### config.mk
export PLATFORM = sky130hd
export DESIGN_NAME = fetch_ctrl
export DESIGN_NICKNAME = d
export VERILOG_FILES = /design/src/rtl/fetch_pkg.sv /design/src/rtl/fetch_pc_reg.sv /design/src/rtl/fetch_ctrl.sv
export SDC_FILE = /design/constraint.sdc
export NUM_CORES = 1
export LEC_CHECK = 0
export ABC_CLOCK_PERIOD_IN_PS = 1570
export BUFFER_PORTS_ARGS = -buffer_cell sky130_fd_sc_hd__clkbuf_2
export CAP_MARGIN = 0
export CORE_MARGIN = 2
export CORE_UTILIZATION = 40
export DETAILED_ROUTE_END_ITERATION = 6
export PLACE_DENSITY_LB_ADDON = 0.25
export SYNTH_ARGS = -nofsm -noshare
export SYNTH_HDL_FRONTEND = slang
export SYNTH_SLANG_ARGS = --single-unit
### constraint.sdc
create_clock -name clk -period 1.57 [get_ports clk]
set_input_delay 0.3925 -clock clk [delete_from_list [all_inputs] [get_ports clk]]
set_output_delay 0.3925 -clock clk [all_outputs]
set_load 0.02 [all_outputs]
### src/rtl/fetch_pkg.sv
// Shared types and constants for the instruction-fetch sequencer.
// Imported by pc_reg and fetch_ctrl.
package fetch_pkg;

  typedef enum logic [1:0] {
    IDLE,
    RUN,
    HALTED
  } fetch_state_t;

  localparam logic [15:0] HALT_WORD_DEF = 16'hFFFF;

endpackage

### src/rtl/fetch_pc_reg.sv
// Program counter: load, increment modulo 2^W, or hold.
// Emits a registered one-cycle pulse when it wraps from all-ones to 0.
module pc_reg
  import fetch_pkg::*;
#(
  parameter int          W       = 8,
  parameter logic [W-1:0] RST_VAL = '0
) (
  input  logic         clk,
  input  logic         rst_n,
  input  logic         load_i,
  input  logic [W-1:0] load_val_i,
  input  logic         inc_i,
  output logic [W-1:0] pc_o,
  output logic         wrap_o
);

  logic [W-1:0] pc_d, pc_q;
  logic         wrap_d, wrap_q;

  always_comb begin
    pc_d   = pc_q;
    wrap_d = 1'b0;
    if (load_i) begin
      pc_d = load_val_i;
    end else if (inc_i) begin
      pc_d   = pc_q + 1'b1;
      wrap_d = &pc_q;
    end
  end

  always_ff @(posedge clk or negedge rst_n) begin
    if (!rst_n) begin
      pc_q   <= RST_VAL;
      wrap_q <= 1'b0;
    end else begin
      pc_q   <= pc_d;
      wrap_q <= wrap_d;
    end
  end

  assign pc_o   = pc_q;
  assign wrap_o = wrap_q;

endmodule

### src/rtl/fetch_ctrl.sv
// Fetch sequencer: FSM plus registered valid/ready output stage.
// Drives the external ROM address straight from the PC.
module fetch_ctrl
  import fetch_pkg::*;
#(
  parameter int                    ADDR_WIDTH = 8,
  parameter int                    DATA_WIDTH = 16,
  parameter logic [ADDR_WIDTH-1:0] START_ADDR = '0,
  parameter logic [DATA_WIDTH-1:0] HALT_WORD  = HALT_WORD_DEF
) (
  input  logic                  clk,
  input  logic                  rst_n,
  input  logic                  start,
  input  logic                  jmp,
  input  logic [ADDR_WIDTH-1:0] jmp_addr,
  output logic [ADDR_WIDTH-1:0] rom_a,
  input  logic [DATA_WIDTH-1:0] rom_q,
  output logic [DATA_WIDTH-1:0] instr,
  output logic [ADDR_WIDTH-1:0] instr_pc,
  output logic                  instr_valid,
  input  logic                  instr_ready,
  output logic                  halted,
  output logic                  pc_wrap
);

  fetch_state_t state_d, state_q;

  logic [DATA_WIDTH-1:0] instr_d, instr_q;
  logic [ADDR_WIDTH-1:0] ipc_d, ipc_q;
  logic                  valid_d, valid_q;

  logic                  pc_load, pc_inc;
  logic [ADDR_WIDTH-1:0] pc_load_val, pc;
  logic                  slot, is_halt;

  assign slot    = !valid_q || instr_ready;
  assign is_halt = (rom_q == HALT_WORD);

  pc_reg #(
    .W       (ADDR_WIDTH),
    .RST_VAL (START_ADDR)
  ) u_pc (
    .clk        (clk),
    .rst_n      (rst_n),
    .load_i     (pc_load),
    .load_val_i (pc_load_val),
    .inc_i      (pc_inc),
    .pc_o       (pc),
    .wrap_o     (pc_wrap)
  );

  always_ff @(posedge clk or negedge rst_n) begin
    if (!rst_n) state_q <= IDLE;
    else        state_q <= state_d;
  end

  always_comb begin
    state_d = state_q;
    unique case (state_q)
      IDLE:    if (start) state_d = RUN;
      RUN:     if (!jmp && slot && is_halt) state_d = HALTED;
      HALTED:  if (start) state_d = RUN;
      default: state_d = IDLE;
    endcase
  end

  always_comb begin
    pc_load     = 1'b0;
    pc_load_val = START_ADDR;
    pc_inc      = 1'b0;
    instr_d     = instr_q;
    ipc_d       = ipc_q;
    valid_d     = valid_q;
    unique case (state_q)
      IDLE: begin
        if (start) pc_load = 1'b1;
      end
      RUN: begin
        // A jump flushes the stage and suppresses the fetch this cycle.
        if (jmp) begin
          pc_load     = 1'b1;
          pc_load_val = jmp_addr;
          valid_d     = 1'b0;
        end else if (slot) begin
          instr_d = rom_q;
          ipc_d   = pc;
          valid_d = 1'b1;
          pc_inc  = !is_halt;
        end
      end
      HALTED: begin
        if (start) begin
          pc_load = 1'b1;
          valid_d = 1'b0;
        end else if (valid_q && instr_ready) begin
          valid_d = 1'b0;
        end
      end
      default: ;
    endcase
  end

  always_ff @(posedge clk or negedge rst_n) begin
    if (!rst_n) begin
      instr_q <= '0;
      ipc_q   <= '0;
      valid_q <= 1'b0;
    end else begin
      instr_q <= instr_d;
      ipc_q   <= ipc_d;
      valid_q <= valid_d;
    end
  end

  assign rom_a       = pc;
  assign instr       = instr_q;
  assign instr_pc    = ipc_q;
  assign instr_valid = valid_q;
  assign halted      = (state_q == HALTED);

endmodule
==> out/metrics.yaml <==
global_route:
  grt_pass1_wl_mm: 6.996
  globalRouteMet1Util: 0.2608
  met3_usage: 0.05682
  grt_max_degree: 37
  grt_antenna_before_repair: 0
  grt.overflow.total: 0
  top_usage_layer: "met2"
  grt_use_met2: 0.3341
  grt_pass1_vias: 1549
  grt.total_usage: 0.2034
synthesis:
  synth_cell_types: 32
  async_reset_ff_frac: 1.000
  yosys.area.top_type: "dfrtp_1"
  ys_seq_area_frac: 0.5337
  synth_ff_type: "dfrtp_1"
  yosysMostFrequentCell: "nand2_1"
  synth-seq-cells: 36
  synth_warnings: 0
  syn_area_mm2: 0.001688
  netlist_instances: 191
  synth_top_area_frac: 0.5337
  synth_edf_count: 0
  synth_area_leaders: "dfrtp_1, nand2_1, nand4_1, o21ai_0, o211a_1"
  syn_avg_cell_area_um2: 8.837
  ys_top_cells_by_count: "nand2_1, dfrtp_1, nand4_1"
  syn-num-nets: 221
clock_network:
  cts-root-buf: "clkbuf_8"
  cts.clk_slew.worst_paths_ns: 0.07
  clock_path_buffers: 2
  cts.sinks: 36
  hold_buffers: 0
  cts_tree: "built"
  cts_htree_levels: 2
  cts_buffers: 5
  clock_latency_ns: 0.29
timing:
  setup_tns_ns: 0
  rsz0062_at_grt: "true"
  final_max_slew_viol_count: 0
  fmax_ghz: 0.6399
  relSlewSlack: 0.6890
  finalSetupViolCount: 0
  finalCritPeriodShare: 0.9954
  finClkSkew_ns: 0.006379
  min_period_ns: 1.563
  layout_setup_ws_ns: 0.007251
  worst_pin_slew_ns: 0.4665
  hold_violations: 0
power_and_ir_drop:
  power.density_mw_per_mm2: 1329
  power.leakage_uw: 0.001390
  ir_drop_uv: 723.8
  finalPower_uw: 3359
floorplanning:
  placementRows: 23
  die_h_um: 68.96
  dieArea_mm2: 0.004755
  core_area_mm2: 0.004029
  start_util: 0.4189
  ioPinCount: 64
  die_w_um: 68.96
place:
  dpl_cell_area_mm2: 0.002280
  portBuffers: 63
  gp_congestion: 0.8460
  post-dp-hpwl_mm: 3.314
  pre_cts_ws_ns: -0.3567
finish:
  antenna_cells: 0
  fin_nets: 317
  drive_gt1_frac: 0.4028
  final_core_util: 0.6273
  area_delta_synth_final_pct: 49.74
  post-route-cell-area_mm2: 0.002527
critical_path:
  required_ns: 1.75
  rr_worst_depth: 4
  reg2reg_to: "u_pc.pc_o[5]"
  cp-start-kind: "flip-flop"
  criticalPathCategory: "reg -> reg"
  end_kind: "flip-flop"
  critPathArrivalTime_ns: 1.74
  crit_fanout: 3
  reg2reg_from: "u_pc.pc_o[1]"
  r2r_slack_ns: 0.007
status:
  status: "complete, no violations"
run:
  cap_violations: 0
route:
  wire_per_inst_um: 13.40
  drc: 0
  drt_first_pass_iters: 4
  finalWirelength_mm: 4.529
  ant_nets: 0
  drtIter0Drc: 71
  num_vias: 1742
  viasPerCell: 5.154
hold_path:
  hold_class: "in -> async"
-- power by group --
group	total [uW]	internal (uW)	leakage [uW]	switching [uW]
Clock	1130	795	0.0000784	337
Combinational	1000	415	0.000858	587
Sequential	1220	1100	0.000453	121
-- cell type report --
type	instances	area (um2)
inverters	4	15.01
clock buffers	5	68.82
multi-input cells	142	755.7
flip-flops and latches	36	900.9
fillers	350	1501
well taps	50	62.56
clock inverters	3	90.09
repair buffers	98	634.4
-- worst max-delay path: stages (launching register included) --
cell and delay (ns):
dfrtp_1 0.41, and3_4 0.19, and3_1 0.19, or3b_2 0.45
and4_1 0.21
-- per-stage QoR --
stage / hold slack, ns / instances
floorplan: 0.09691 / 191
global placement: 0.4582 / 329
detailed placement: 0.4621 / 329
CTS: 0.1508 / 337
global route: 0.1769 / 338
finish: 0.1323 / 338
-- registers in the layout (all words and copies together) (netlist names) --
| name | cells |
|---|---|
| u_pc.pc_o | 8 |
| u_pc.wrap_o | 1 |
| instr_valid | 1 |
| instr_pc | 8 |
| instr | 16 |
| state_q | 2 |
-- layer usage --
| layer | vias up | part of all wire |
|---|---|---|
| met5 | - | 0 |
| met4 | 0 | 0.012 |
| met3 | 5 | 0.075 |
| met2 | 57 | 0.47 |
| met1 | 837 | 0.44 |
| li1 | 843 | - |
-- worst max path at each step --
stage / start / end
2_1_floorplan: rom_q[14] / u_pc.pc_o[1]
3_3_place_gp: rom_q[14] / u_pc.pc_o[1]
3_5_place_dp: rom_q[14] / u_pc.pc_o[1]
4_1_cts: u_pc.pc_o[1] / u_pc.pc_o[5]
5_1_grt: rom_q[10] / u_pc.pc_o[1]
6_report: u_pc.pc_o[1] / u_pc.pc_o[5]
-- cells by family after synthesis --
| kind of cell | synth area share |
|---|---|
| buffers and inverters | 0.03336 |
| flip-flops | 0.5337 |
| multiplexers | 0.008893 |
| AO/OA/AOI/OAI | 0.1030 |
| AND/OR/NAND/NOR | 0.3136 |
| adder cells (fa/ha/maj) | 0.007412 |
-- cell usage in the layout (no fill, tap or decap), drive strengths merged, types with 3 or more instances in the layout --
| master | count |
|---|---|
| clkbuf | 59 |
| bufinv | 3 |
| nor2 | 5 |
| nand4 | 10 |
| dfrtp | 36 |
| o21ai | 8 |
| inv | 4 |
| nand2b | 3 |
| buf | 44 |
| o211a | 3 |
| nand2 | 83 |
-- repair_timing --
action,in CTS,in global routing
gates resized for setup,1,16
setup buffers,0,1
pin swaps,0,4
setup endpoints to repair,2,7
Note: power is estimated with default switching activity, not from simulation.
